--- config.mk ---
export PLATFORM = sky130hd
export DESIGN_NAME = conv_shift_acc
export DESIGN_NICKNAME = d
export VERILOG_FILES = /design/src/rtl/conv_shift_acc.sv
export SDC_FILE = /design/constraint.sdc
export NUM_CORES = 1
export LEC_CHECK = 0
export BUFFER_PORTS_ARGS = -buffer_cell sky130_fd_sc_hd__buf_2
export CAP_MARGIN = 15
export CORE_AREA = 2 2 97 99
export DETAILED_ROUTE_END_ITERATION = 16
export DIE_AREA = 0 0 99 101
export HOLD_SLACK_MARGIN = 0.12
export PLACE_DENSITY = 0.57
export SLEW_MARGIN = 25
export SYNTH_ARGS = -nofsm -noshare
export SYNTH_HDL_FRONTEND = slang
export SYNTH_SLANG_ARGS = --single-unit
--- constraint.sdc ---
create_clock -name clk -period 4.57 [get_ports clk]
set_input_delay 0.2285 -clock clk [delete_from_list [all_inputs] [get_ports clk]]
set_output_delay 0.2285 -clock clk [all_outputs]
set_load 0.02 [all_outputs]
--- src/rtl/conv_shift_acc.sv ---
`default_nettype none
// ============================================================================
// Module      : conv_shift_acc
// Description : Bit-serial shift-accumulator for conv crossbar partial sums.
//               One unsigned ADC_P-bit partial sum arrives per input
//               bit-plane, LSB plane first. Planes are shift-added into a
//               full-precision signed dot product. The MSB plane is
//               subtracted for two's-complement inputs. An optional ReLU is
//               applied, and the result is saturated to ACC_W bits and
//               offered on a valid/ready output.
// Ports       : clk, rst (async, active-high)
//               clear                      - synchronous abort to IDLE
//               psum_valid/psum/psum_ready - per-plane partial sum input
//               out_valid/out_data/out_ready/out_sat - result handshake
//               busy                       - accumulation or hold in progress
// Revision    : 1.0 - initial release
// ============================================================================
module conv_shift_acc #(
  parameter int ADC_P     = 6,
  parameter int IN_BITS   = 8,
  parameter int ACC_W     = 16,
  parameter int SIGNED_IN = 1,
  parameter int RELU_EN   = 1
) (
  input  logic             clk,
  input  logic             rst,
  input  logic             clear,
  input  logic             psum_valid,
  input  logic [ADC_P-1:0] psum,
  output logic             psum_ready,
  output logic             out_valid,
  output logic [ACC_W-1:0] out_data,
  input  logic             out_ready,
  output logic             out_sat,
  output logic             busy
);

  localparam int AW = ADC_P + IN_BITS + 1;                      // accumulator width
  localparam int CW = $clog2(IN_BITS);                          // plane counter width
  localparam int EW = ((AW > ACC_W) ? AW : ACC_W) + 1;          // saturation compare width

  localparam logic signed [EW-1:0] SAT_MAX = {{(EW-ACC_W+1){1'b0}}, {(ACC_W-1){1'b1}}};
  localparam logic signed [EW-1:0] SAT_MIN = {{(EW-ACC_W+1){1'b1}}, {(ACC_W-1){1'b0}}};
  localparam logic [CW-1:0]        LAST_PLANE = CW'(IN_BITS - 1);

  generate
    if (IN_BITS < 2 || IN_BITS > 16) begin : g_bad_in_bits
      $error("conv_shift_acc: IN_BITS must be in 2..16");
    end
  endgenerate

  typedef enum logic [1:0] {
    IDLE  = 2'd0,
    ACCUM = 2'd1,
    HOLD  = 2'd2
  } state_t;

  state_t                 state, state_next;
  logic signed [AW-1:0]   acc;
  logic [CW-1:0]          cnt;

  logic                   accept;
  logic                   last_plane;
  logic signed [AW-1:0]   term;
  logic signed [AW-1:0]   sum_add;
  logic signed [AW-1:0]   final_r;
  logic signed [AW-1:0]   relu_r;
  logic signed [EW-1:0]   ext_r;
  logic [ACC_W-1:0]       sat_data;
  logic                   sat_flag;
  logic signed [EW-1:0]   clamp_val;

  // --------------------------------------------------------------------------
  // FSM: state register
  // --------------------------------------------------------------------------
  always_ff @(posedge clk or posedge rst) begin
    if (rst) begin
      state <= IDLE;
    end else begin
      state <= state_next;
    end
  end

  // --------------------------------------------------------------------------
  // FSM: next state and handshake outputs
  // --------------------------------------------------------------------------
  always_comb begin
    state_next = state;
    // Held low while rst is asserted even though the state already reads IDLE.
    psum_ready = 1'b0;
    busy       = 1'b0;
    accept     = 1'b0;
    if (!rst) begin
      psum_ready = (state != HOLD);
    end
    accept = psum_valid && psum_ready;
    busy   = (cnt != '0) || (state == HOLD);
    case (state)
      IDLE:    if (accept) state_next = ACCUM;
      ACCUM:   if (accept && last_plane) state_next = HOLD;
      HOLD:    if (out_valid && out_ready) state_next = IDLE;
      default: state_next = IDLE;
    endcase
    if (clear) begin
      state_next = IDLE;
    end
  end

  // --------------------------------------------------------------------------
  // Datapath: weighted plane term, final-plane result, ReLU, saturation
  // --------------------------------------------------------------------------
  always_comb begin
    last_plane = (cnt == LAST_PLANE);
    term       = $signed({{(AW-ADC_P){1'b0}}, psum}) <<< cnt;
    sum_add    = acc + term;
    // Two's-complement inputs: the MSB plane carries negative weight.
    final_r    = (SIGNED_IN != 0) ? (acc - term) : sum_add;
    relu_r     = final_r;
    if (RELU_EN != 0 && final_r[AW-1]) begin
      relu_r = '0;
    end
    ext_r     = {{(EW-AW){relu_r[AW-1]}}, relu_r};
    clamp_val = ext_r;
    sat_flag  = 1'b0;
    if (ext_r > SAT_MAX) begin
      clamp_val = SAT_MAX;
      sat_flag  = 1'b1;
    end else if (ext_r < SAT_MIN) begin
      clamp_val = SAT_MIN;
      sat_flag  = 1'b1;
    end
    sat_data = clamp_val[ACC_W-1:0];
  end

  // --------------------------------------------------------------------------
  // Datapath registers
  // --------------------------------------------------------------------------
  always_ff @(posedge clk or posedge rst) begin
    if (rst) begin
      acc       <= '0;
      cnt       <= '0;
      out_valid <= 1'b0;
      out_data  <= '0;
      out_sat   <= 1'b0;
    end else if (clear) begin
      // out_data deliberately keeps its last value.
      acc       <= '0;
      cnt       <= '0;
      out_valid <= 1'b0;
      out_sat   <= 1'b0;
    end else begin
      case (state)
        IDLE: begin
          if (accept) begin
            acc <= $signed({{(AW-ADC_P){1'b0}}, psum});
            cnt <= CW'(1);
          end
        end
        ACCUM: begin
          if (accept) begin
            if (last_plane) begin
              acc       <= final_r;
              out_data  <= sat_data;
              out_sat   <= sat_flag;
              out_valid <= 1'b1;
            end else begin
              acc <= sum_add;
              cnt <= cnt + CW'(1);
            end
          end
        end
        HOLD: begin
          if (out_valid && out_ready) begin
            out_valid <= 1'b0;
            acc       <= '0;
            cnt       <= '0;
          end
        end
        default: begin
          acc <= '0;
          cnt <= '0;
        end
      endcase
    end
  end

endmodule
`default_nettype wire

==> impl_results.md, run 1 <==
- Clk sink count: 35
- Post-route ant nets: 0
- Yosys top cell by area: dfrtp_1
- TritonCTS buffer count: 5
- Hold_sp: clear
- Die W: 99 um
- Dominant cells by area after synthesis: dfrtp_1, ha_1, nand2_1
- P_leak: 1.82 nW
- Final setup fails: 0
- CTS tree: built
- Unique cell type count in the Yosys netlist: 66
- Post-DP HPWL: 6730 um
- Clk buf depth: 2
- GRT Resource Usage Total: 0.183
- Core area: 8980 um2
- Fillers: 882
- Worst Reg-to-Reg Cells: 10
- WL final: 8740 um
- Area Growth Syn to Fin: 5.88%
- Max-cap violations: 0
- Critical R2R Launch: cnt[0]$_DFFE_PP0P_
- Worst EP arrival: 3.82 ns
- Worst setup startpoint: cnt[0]$_DFFE_PP0P_
- Synth Cell Area: 3510 um2
- Area of the die: roughly 10000 um2
- RePlAce Congestion: 0.977
- Row count: 35
- Most used DFF post-synth: dfrtp_1
- Clock skew: between 0.007 and 0.008 ns
- Antenna violations before repair: 0
- Seq pwr share: 0.385
- Switching fraction of total power: 0.377
- Layout cells sized above 1: 0.158
- Actual slew at the worst max-slew pin: 0.762 ns
- #FFs+latches synth: 35
- Worst-Skew Late Latency: 0.29 ns
- Design Area, Final: approximately 3700 um2
- First-pass GRT wire length: 14800 um
- Final net count: 486
- Slew Limit Fails: 0
- Vias in the first global route: 2860
- Final std cells w/o fill: roughly 550
- HP Class: input pin to register
- Crit. End Element: register
- Outcome: finished clean
- Mapped Cells: approximately 430
- Post-synth ARST share: 1.00
- N_diodes: 0
- Largest net degree at the start of global routing: 36
- Setup_tns: 0 ns
- Final hold vios: 0
- CP Class: register to register
- Via count: 3022
- Critical path startpoint category: register
- H-Tree Depth: 2
- Power share of the clock group: 0.262
- Register area share after synthesis: 0.249
- Yosys top cell area share: 0.249
- Unrepaired setup endpoints after global routing: no
- Initial Util: 0.391
- DRC Markers: 0
- Number of enable flip-flop cells after synthesis: 0
- Combinational power share: 0.353
- Area after DPL: 3630 um2
- VDD IR-drop max: 0.0000878 V
- Worst slew margin: 0.491
- Inst Count DP: 545
- Clk slew on worst S/H paths: ~0.08 ns
- P_sw: 326 uW
- Period minus WS final: 3.64 ns
- Die Ht: just over 100 um
- Clk root buf: clkbuf_8
- Power Dens Cells: 232 nW/um2
- Synth Warn #: 0
- DR WL/cell: ~16 um
- Total iterations of the first detailed-routing run: 4
- Aggregate global routing overflow: 0
- Worst hold slack: 0.183 ns
- Top Ports: 31
- Count leader, synth: nand2_1
- Internal: around 540 uW
- Mean Syn Cell Area: between 8 and 9 um2
- Maximum clock rate: 274 MHz
- Tcrit/Tclk final: 0.797
- Vias per std cell: 5.45
- Crit path required time: 4.75 ns
- CP max FO: 12
- Hold depth: 2
- Port Buffers: 27
- Synth cell count leaders: nand2_1, dfrtp_1, a21oi_1
- Drt initial violations: between 100 and 150
- Post-cts resize count: 0
-- cell families (layout without fill, tap and decap cells) --
kind of cell / Yosys count / after routing / synth area share
AND/OR/NAND/NOR: 137 / 137 / 0.178
AO/OA/AOI/OAI: 128 / 128 / 0.258
buffers and inverters: 56 / 69 / 0.0887
flip-flops: 35 / 35 / 0.249
adder cells (fa/ha/maj): 33 / 33 / 0.122
XOR/XNOR: 20 / 20 / 0.0499
multiplexers: 18 / 18 / 0.0531
other: 1 / 3 / 0.00107
-- sequential cells by signal (all words and copies together), names as in the netlist --
signal     cells
acc           15
out_data      14
cnt            3
state          2
out_valid      1
-- area by class of cell --
type	count	area, um2	area share
Clock inverter	1	5.00	0.00135
Multi-Input combinational cell	339	2340	0.630
Clock buffer	7	76.3	0.0205
Timing Repair Buffer	31	168	0.0451
Sequential cell	35	876	0.235
Inverter	30	113	0.0303
Tap cell	111	139	0.0373
-- power groups by stage --
stage | Combinational [mW] | Clock [mW] | Sequential (mW)
6_report | 0.305 | 0.227 | 0.332
5_1_grt | 0.340 | 0.250 | 0.334
4_1_cts | 0.304 | 0.236 | 0.332
3_5_place_dp | 0.302 | 0 | 0.338
3_3_place_gp | 0.298 | 0 | 0.338
2_1_floorplan | 0.252 | 0 | 0.330
-- cells in the final DEF, fill, tap and decap left out, types with 8 or more instances in the layout --
cell      n
buf_2    27
ha_1     31
nor3_1    9
xor2_1   10
nand3_1   8
inv_1    29
o31ai_2   9
mux2i_1  13
nor2_1   27
xnor2_1  10
a21oi_1  34
nand2_1  64
dfrtp_1  35
o21ai_0  31
-- layer usage --
metal / GRT usage / vias to the layer above / share of wire
li1: - / 1512 / -
met3: 0.0250 / 6 / 0.048
met2: 0.292 / 76 / 0.44
met4: 0.0464 / 0 / 0.013
met5: 0 / - / 0
met1: 0.260 / 1428 / 0.50
-- worst max-delay path, cell delays in order, from the launching register on --
cell and delay (ns):
dfrtp_1 0.62, mux2_2 0.40, nand2_1 0.06, o21ai_0 0.11
mux2i_1 0.23, ha_1 0.41, and3_2 0.31, a31o_2 0.26
o311ai_4 0.68, nor2_1 0.21, a22o_1 0.23
-- what timing repair did --
action                    in CTS  in global routing
hold endpoints to repair      35                  0
hold buffers                   1                  0
setup buffers                  0                  0
-- per-stage QoR --
| step | worst slack (ns) | utilization | total power, mW |
|---|---|---|---|
| global route | 0.688 | 0.414 | 0.925 |
| floorplan | 1.69 | - | 0.582 |
| finish | 0.926 | 0.414 | 0.863 |
| CTS | 0.952 | 0.414 | 0.871 |
| detailed placement | 0.977 | 0.404 | 0.640 |
| global placement | 0.707 | 0.403 | 0.635 |
-- final timing paths --
kind	end	slack (ns)
worst max-delay path	out_data[10]$_DFFE_PP0P_	0.93
worst min-delay path	out_valid$_DFFE_PP0P_	0.18
worst max register to register	out_data[10]$_DFFE_PP0P_	0.93
worst min register to register	out_data[13]$_DFFE_PP0P_	0.47
max in group asynchronous	acc[12]$_DFFE_PP0P_	3.62
min in group asynchronous	cnt[2]$_DFFE_PP0P_	0.60
(Power assumes the default switching activity.)
==> run 2: changes to the inputs <==
--- a/config.mk
+++ b/config.mk
@@ -5,13 +5,14 @@
 export SDC_FILE = /design/constraint.sdc
 export NUM_CORES = 1
 export LEC_CHECK = 0
+export ABC_AREA = 1
 export BUFFER_PORTS_ARGS = -buffer_cell sky130_fd_sc_hd__buf_2
 export CAP_MARGIN = 15
-export CORE_AREA = 2 2 97 99
+export CORE_AREA = 2 2 99 101
 export DETAILED_ROUTE_END_ITERATION = 16
-export DIE_AREA = 0 0 99 101
+export DIE_AREA = 0 0 101 103
 export HOLD_SLACK_MARGIN = 0.12
-export PLACE_DENSITY = 0.57
+export PLACE_DENSITY = 0.56
 export SLEW_MARGIN = 25
 export SYNTH_ARGS = -nofsm -noshare
 export SYNTH_HDL_FRONTEND = slang
==> constraint.sdc (replaced) <==
create_clock -name clk -period 3.6 [get_ports clk]
set_input_delay 0.18 -clock clk [delete_from_list [all_inputs] [get_ports clk]]
set_output_delay 0.18 -clock clk [all_outputs]
set_load 0.02 [all_outputs]
==> run 2 against run 1 <==
- synthesized area grew 4.0%
- maximum frequency grew 26%
- power grew 52%
- sequential share of layout area shrank 1.4 points
- clock power grew 30%
- final cell count grew 34%
- clock skew grew 0.0039 ns
- critical endpoint unchanged
- highest routed layer unchanged
==> impl_results.md, run 2 <==
- Outcome: finished clean (unchanged)
- VDD IR-drop max: 0.000139 V (was 0.0000878 V)
- Maximum clock rate: 346 MHz (was 274 MHz)
- Clk slew on worst S/H paths: 0.08 ns (about the same)
- CP Class: register to register (unchanged)
- Yosys top cell by area: dfrtp_1 (unchanged)
- Antenna violations before repair: 0 (unchanged)
- Post-CTS Setup Bufs: 0 (unchanged)
- Synth cell count leaders: nand2_1, inv_1, nand3_1 (was nand2_1, dfrtp_1, a21oi_1)
- Power Dens Cells: 331 nW/um2 (was 232 nW/um2)
- Layout cells sized above 1: 0.101 (was 0.158)
- Via count: 3676 (was 3022)
- Tcrit/Tclk final: 0.804 (was 0.797)
- Max-cap violations: 0 (unchanged)
- Crit path required time: 3.78 ns (was 4.75 ns)
- Setup_tns: 0 ns (unchanged)
- Worst-Skew Late Latency: 0.30 ns (was 0.29 ns)
- Die Ht: 103 um (was 101 um)
- Clk sink count: 35 (unchanged)
- P_leak: 2.43 nW (was 1.82 nW)
- Commonest non-fill, non-tap cells in the layout: nand2_1, inv_1, nand3_1 (was nand2_1, dfrtp_1, a21oi_1)
- Combinational power share: 0.450 (was 0.353)
- Switching fraction of total power: 0.445 (was 0.377)
- Max reg flops: 15 (unchanged)
- Commonest non-fill, non-tap cell in the layout: nand2_1 (unchanged)
- CP max FO: 14 (was 12)
- Unique cell type count in the Yosys netlist: 33 (was 66)
- CTS Hold Bufs: 1 (unchanged)
- Final setup fails: 0 (unchanged)
- Top Ports: 31 (unchanged)
- Number of enable flip-flop cells after synthesis: 0 (unchanged)
- H-Tree Depth: 2 (unchanged)
- Clk root buf: clkbuf_8 (unchanged)
- P_sw: 583 uW (was 326 uW)
- Drt initial violations: 188 (was 148)
- WL final: 10500 um (was 8740 um)
- Register area share after synthesis: 0.240 (was 0.249)
- First-pass GRT wire length: 17600 um (was 14800 um)
- Synth Cell Area: 3650 um2 (was 3510 um2)
- Power share of the clock group: 0.225 (was 0.262)
- N_diodes: 0 (unchanged)
- Area of the multi-input gates: 2300 um2 (was 2340 um2)
- Worst EP arrival: 3.08 ns (was 3.82 ns)
- Post-route ant nets: 0 (unchanged)
- Register Area: 876 um2 (unchanged)
- Clock skew: 0.0117 ns (was 0.00778 ns)
- HP Class: input pin to register (unchanged)
- Count leader, synth: nand2_1 (unchanged)
- Mapped Cells: 603 (was 428)
- Synth Warn #: 0 (unchanged)
- Critical R2R Launch: cnt[0]$_DFFE_PP0P_ (unchanged)
- #FFs+latches synth: 35 (unchanged)
- Fillers: 1050 (was 882)
- Post-DP HPWL: 8470 um (was 6730 um)
- RePlAce Congestion: 0.945 (was 0.977)
- Seq pwr share: 0.325 (was 0.385)
- Vias per std cell: 4.97 (was 5.45)
- Area of the die: 10400 um2 (was 10000 um2)
- Biggest regs: acc x15, out_data x14, cnt x3 (unchanged)
- Aggregate global routing overflow: 0 (unchanged)
- Largest net degree at the start of global routing: 36 (unchanged)
- Critical path startpoint category: register (unchanged)
- Area Growth Syn to Fin: 8.32% (was 5.88%)
- Core area: 9460 um2 (was 8980 um2)
- CTS tree: built (unchanged)
- Post-cts resize count: 0 (unchanged)
- Slew Limit Fails: 0 (unchanged)
- Port Buffers: 27 (unchanged)
- Clk buf depth: 2 (unchanged)
- Internal: 726 uW (was 538 uW)
- Most used DFF post-synth: dfrtp_1 (unchanged)
- Vias in the first global route: 3565 (was 2860)
- Final hold vios: 0 (unchanged)
- Top reg by flops: acc (unchanged)
- Unrepaired setup endpoints after global routing: no (unchanged)
- TritonCTS buffer count: 5 (unchanged)
- Worst Reg-to-Reg Cells: 17 (was 10)
- GRT Resource Usage Total: 0.217 (was 0.183)
- Dominant cells by area after synthesis: dfrtp_1, nand2_1, ha_1 (was dfrtp_1, ha_1, nand2_1)
- DR WL/cell: 14.2 um (was 15.8 um)
- Worst setup startpoint: cnt[0]$_DFFE_PP0P_ (unchanged)
- Total iterations of the first detailed-routing run: 5 (was 4)
- Crit. End Element: register (unchanged)
- Yosys top cell area share: 0.240 (was 0.249)
- DRC Markers: 0 (unchanged)
- Initial Util: 0.386 (was 0.391)
- Row count: 36 (was 35)
- Die W: 101 um (was 99 um)
- Final net count: 669 (was 486)
- Mean Syn Cell Area: 6.06 um2 (was 8.21 um2)
- Period minus WS final: 2.89 ns (was 3.64 ns)
- Hold_sp: clear (unchanged)
- Post-synth ARST share: 1.00 (unchanged)
- Hold depth: 2 (unchanged)
- Post-layout util: 0.418 (was 0.414)
==> run 2: metal layers <==
layer  wire length, um  GRT usage  vias up
met3               489     0.0237       14
met4               194     0.0603        0
met2              4620      0.356      101
li1                  -          -     1905
met5                 0          0        -
met1              5190      0.303     1656
==> run 2: area by class of cell <==
cell class	instances	share of cell area
Clock buffer	7	0.0193
Clock inverter	1	0.00126
Inverter	105	0.0996
Multi-Input combinational cell	448	0.582
Sequential cell	35	0.221
Tap cell	114	0.0360
Timing Repair Buffer	30	0.0405
==> run 2: final timing paths <==
check / end / slack (ns)
worst min register to register: out_data[2]$_DFFE_PP0P_ / 0.47
worst max-delay path: out_data[10]$_DFFE_PP0P_ / 0.71
min in group asynchronous: out_valid$_DFFE_PP0P_ / 0.59
worst min-delay path: state[0]$_DFFE_PP0P_ / 0.19
max in group asynchronous: out_data[7]$_DFFE_PP0P_ / 2.66
worst max register to register: out_data[10]$_DFFE_PP0P_ / 0.71
==> run 2: power by group through the flow <==
stage               clock network (mW)  logic (mW)  registers [mW]
floorplan                            0       0.435           0.425
global placement                     0       0.583           0.433
detailed placement                   0       0.580           0.433
CTS                              0.309       0.584           0.426
global route                     0.319       0.667           0.428
finish                           0.294       0.589           0.426
==> run 2: cell families (layout without fill, tap and decap cells) <==
kind of cell             count (synthesis)  after routing  share of synthesized area
buffers and inverters                  122            143                      0.132
flip-flops                              35             35                      0.240
adder cells (fa/ha/maj)                 33             33                      0.117
other                                    1              3                    0.00103
AND/OR/NAND/NOR                        344            344                      0.400
AO/OA/AOI/OAI                           59             59                     0.0880
multiplexers                             1              1                    0.00274
XOR/XNOR                                 8              8                     0.0192
==> run 2: critical path, stage by stage, from the launching register on <==
cell and delay, ns:
dfrtp_1 0.57, o21ai_0 0.16, or2_2 0.28, o21ai_0 0.10, inv_1 0.07, o21ai_0 0.26, ha_1 0.31, nand2_1 0.13
nor2_1 0.18, inv_1 0.06, nor2_1 0.09, nand2_1 0.09, nand2_1 0.09, nand2_2 0.07, nand3_4 0.11, inv_2 0.08
nand2_1 0.07, nand2_1 0.05
==> run 2: metrics by stage <==
| stage | worst slack (ns) | hold WS [ns] | total power [mW] | cells | area [um2] |
|---|---|---|---|---|---|
| 2_1_floorplan | 1.16 | 0.277 | 0.861 | 605 | 3660 |
| 4_1_cts | 0.693 | 0.184 | 1.32 | 740 | 3960 |
| 3_3_place_gp | 0.761 | 0.373 | 1.02 | 731 | 3870 |
| 5_1_grt | 0.324 | 0.202 | 1.41 | 740 | 3960 |
| 3_5_place_dp | 0.715 | 0.375 | 1.01 | 731 | 3870 |
| 6_report | 0.707 | 0.186 | 1.31 | 740 | 3960 |
==> run 3: changes to the inputs <==
--- a/config.mk
+++ b/config.mk
@@ -5,14 +5,14 @@
 export SDC_FILE = /design/constraint.sdc
 export NUM_CORES = 1
 export LEC_CHECK = 0
-export ABC_AREA = 1
+export ABC_AREA = 0
 export BUFFER_PORTS_ARGS = -buffer_cell sky130_fd_sc_hd__buf_2
 export CAP_MARGIN = 15
-export CORE_AREA = 2 2 99 101
+export CORE_AREA = 2 2 97 99
 export DETAILED_ROUTE_END_ITERATION = 16
-export DIE_AREA = 0 0 101 103
+export DIE_AREA = 0 0 99 101
 export HOLD_SLACK_MARGIN = 0.12
-export PLACE_DENSITY = 0.56
+export PLACE_DENSITY = 0.57
 export SLEW_MARGIN = 25
 export SYNTH_ARGS = -nofsm -noshare
 export SYNTH_HDL_FRONTEND = slang
==> constraint.sdc (replaced) <==
create_clock -name clk -period 2.9 [get_ports clk]
set_input_delay 0.145 -clock clk [delete_from_list [all_inputs] [get_ports clk]]
set_output_delay 0.145 -clock clk [all_outputs]
set_load 0.02 [all_outputs]
==> run 3 against run 2 <==
- the flow now finishes with violations (negative setup slack)
- combinational power is 28% higher
- worst hold slack worse by 0.0047 ns
- worst setup slack worse by 0.79 ns
- critical path type unchanged
==> impl_results.md, run 3 (same netlist as run 1, synthesis figures left out) <==
- Max-cap violations: 0 (unchanged)
- Vias in the first global route: 3300 (was 3565)
- HP Class: input pin to register (unchanged)
- Layout cells sized above 1: 0.387 (was 0.101)
- Tcrit/Tclk final: 1.03 (was 0.804)
- Power Dens Cells: 355 nW/um2 (was 331 nW/um2)
- Period minus WS final: 2.98 ns (was 2.89 ns)
- Register-to-register setup slack: -0.08 ns (was 0.71 ns)
- Worst hold slack: 0.182 ns (was 0.186 ns)
- DR WL/cell: 16.3 um (was 14.2 um)
- Hold path endpoint: acc[3]$_DFFE_PP0P_ (was state[0]$_DFFE_PP0P_)
- Area after DPL: 4020 um2 (was 3870 um2)
- Final hold vios: 0 (unchanged)
- Critical R2R Launch: cnt[0]$_DFFE_PP0P_ (unchanged)
- Vias per std cell: 5.41 (was 4.97)
- Slew Limit Fails: 0 (unchanged)
- Final net count: 548 (was 669)
- CP cell instances: buf_6 -> mux2i_2 -> mux2i_2 -> mux2i_2 -> buf_4 -> ha_4 -> nor2_2 -> a211oi_2 -> o21bai_2 -> a211oi_2 -> mux2_4 -> a41oi_2 -> nand2_1 (was o21ai_0 -> or2_2 -> o21ai_0 -> inv_1 -> o21ai_0 -> ha_1 -> nand2_1 -> nor2_1 -> inv_1 -> nor2_1 -> nand2_1 -> nand2_1 -> nand2_2 -> nand3_4 -> inv_2 -> nand2_1 -> nand2_1)
- Critical Path Max Stage Delay: 0.46 ns (was 0.57 ns)
- CP max FO: 6 (was 14)
- VDD IR-drop max: 0.000184 V (was 0.000139 V)
- DRC Markers: 0 (unchanged)
- Port Buffers: 27 (unchanged)
- Row count: 35 (was 36)
- Slowest CP cell: dfrtp_2 (was dfrtp_1)
- Aggregate global routing overflow: 0 (unchanged)
- H-Tree Depth: 2 (unchanged)
- Die W: 99 um (was 101 um)
- Largest net degree at the start of global routing: 26 (was 36)
- Post-layout util: 0.518 (was 0.418)
- TritonCTS buffer count: 5 (unchanged)
- Crit path required time: 3.09 ns (was 3.78 ns)
- Area of the die: 10000 um2 (was 10400 um2)
- WL final: 10000 um (was 10500 um)
- Clock skew: 0.00666 ns (was 0.0117 ns)
- Antenna violations before repair: 0 (unchanged)
- Critical R2R Capture: acc[11]$_DFFE_PP0P_ (was out_data[10]$_DFFE_PP0P_)
- Die Ht: 101 um (was 103 um)
- Worst slew margin: 0.473
- Crit-path most repeated cell: mux2i_2 (was nand2_1)
- Clk root buf: clkbuf_8 (unchanged)
- Area Growth Syn to Fin: 32.4% (was 8.32%)
- First-pass GRT wire length: 16000 um (was 17600 um)
- CP Class: register to register (unchanged)
- Top Ports: 31 (unchanged)
- Max reg flops: 15 (unchanged)
- Hold depth: 3 (was 2)
- Critical path startpoint category: register (unchanged)
- Design Area, Final: 4650 um2 (was 3960 um2)
- Outcome: finished with violations (was finished clean)
- Drt initial violations: 181 (was 188)
- Clk buf depth: 2 (unchanged)
- Post-route ant nets: 0 (unchanged)
- Core area: 8980 um2 (was 9460 um2)
- RePlAce Congestion: 0.939 (was 0.945)
- Via count: 3328 (was 3676)
- Crit. End Element: register (unchanged)
- Worst EP arrival: 3.17 ns (was 3.08 ns)
- Commonest non-fill, non-tap cells in the layout: nand2_1, buf_4, dfrtp_1 (was nand2_1, inv_1, nand3_1)
- Top reg by flops: acc (unchanged)
- Post-DP HPWL: 7540 um (was 8470 um)
- P_leak: 2.17 nW (was 2.43 nW)
- Actual slew at the worst max-slew pin: approximately 0.79 ns
- Maximum clock rate: 335 MHz (was 346 MHz)
- Initial Util: 0.391 (was 0.386)
- Post-route worst setup slack: -0.0815 ns (was 0.707 ns)
- Biggest regs: acc x15, out_data x14, cnt x3 (unchanged)
- Clk sink count: 35 (unchanged)
- Worst Reg-to-Reg Cells: 13 (was 17)
- Worst-Skew Late Latency: 0.29 ns (was 0.30 ns)
- Final setup fails: 2 (was 0)
- Hold_sp: psum[3] (was clear)
- Total iterations of the first detailed-routing run: 4 (was 5)
- N_diodes: 0 (unchanged)
- Violated checks: negative setup slack
- CTS tree: built (unchanged)
- Commonest non-fill, non-tap cell in the layout: nand2_1 (unchanged)
- Unrepaired setup endpoints after global routing: yes (was no)
- GRT Resource Usage Total: 0.200 (was 0.217)
- Clk slew on worst S/H paths: 0.08 ns (about the same)
-- run 3: repair_timing --
item,4_1_cts,5_1_grt
setup endpoints to repair,23,25
pin swaps,9,25
gates resized for setup,38,64
setup buffers,2,5
endpoints found under the hold margin,21,0
hold buffers,3,0
-- run 3: metrics by stage --
| stage | power [mW] | instances | worst slack, ns | TNS [ns] |
|---|---|---|---|---|
| CTS | 1.56 | 610 | -0.0298 | -0.0590 |
| detailed placement | 1.11 | 598 | -0.243 | -3.32 |
| global route | 1.75 | 615 | -0.205 | -1.50 |
| floorplan | 0.917 | 430 | 0.0152 | 0 |
| finish | 1.65 | 615 | -0.0815 | -0.0841 |
| global placement | 1.10 | 598 | -0.170 | -1.94 |
-- run 3: worst max path at each step --
stage | start | end | slack, ns | depth (start not counted)
6_report | cnt[0]$_DFFE_PP0P_ | acc[11]$_DFFE_PP0P_ | -0.08 | 13
5_1_grt | cnt[0]$_DFFE_PP0P_ | acc[11]$_DFFE_PP0P_ | -0.21 | 13
4_1_cts | cnt[0]$_DFFE_PP0P_ | acc[13]$_DFFE_PP0P_ | -0.03 | 13
3_5_place_dp | cnt[0]$_DFFE_PP0P_ | acc[11]$_DFFE_PP0P_ | -0.24 | 11
3_3_place_gp | cnt[0]$_DFFE_PP0P_ | acc[13]$_DFFE_PP0P_ | -0.17 | 14
2_1_floorplan | cnt[0]$_DFFE_PP0P_ | acc[11]$_DFFE_PP0P_ | 0.02 | 13
-- run 3: power by group --
| group | switching, mW | internal (mW) |
|---|---|---|
| sequential | 0.0187 | 0.501 |
| combinational | 0.402 | 0.349 |
| clock | 0.192 | 0.187 |
-- run 3: cell type report --
class	count	area (um2)
Clock buffer	6	82.6
Multi-Input combinational cell	339	2760
Fill cell	821	4330
Timing Repair Buffer	93	669
Inverter	30	119
Clock inverter	1	5.00
Tap cell	111	139
Sequential cell	35	878
-- run 3: worst max-delay path: cells and delay by family, from the launching register on --
family                   cells  cell delay, ns
AO/OA/AOI/OAI                4            0.90
buffers and inverters        2            0.29
flip-flops                   1            0.46
multiplexers                 4            0.81
AND/OR/NAND/NOR              2            0.11
adder cells (fa/ha/maj)      1            0.29
-- run 3: metal layers --
| metal | track usage | up-vias | part of all wire |
|---|---|---|---|
| met1 | 0.261 | 1575 | 0.45 |
| met5 | 0 | - | 0 |
| li1 | - | 1639 | - |
| met3 | 0.0284 | 15 | 0.055 |
| met4 | 0.0674 | 0 | 0.018 |
| met2 | 0.342 | 99 | 0.48 |
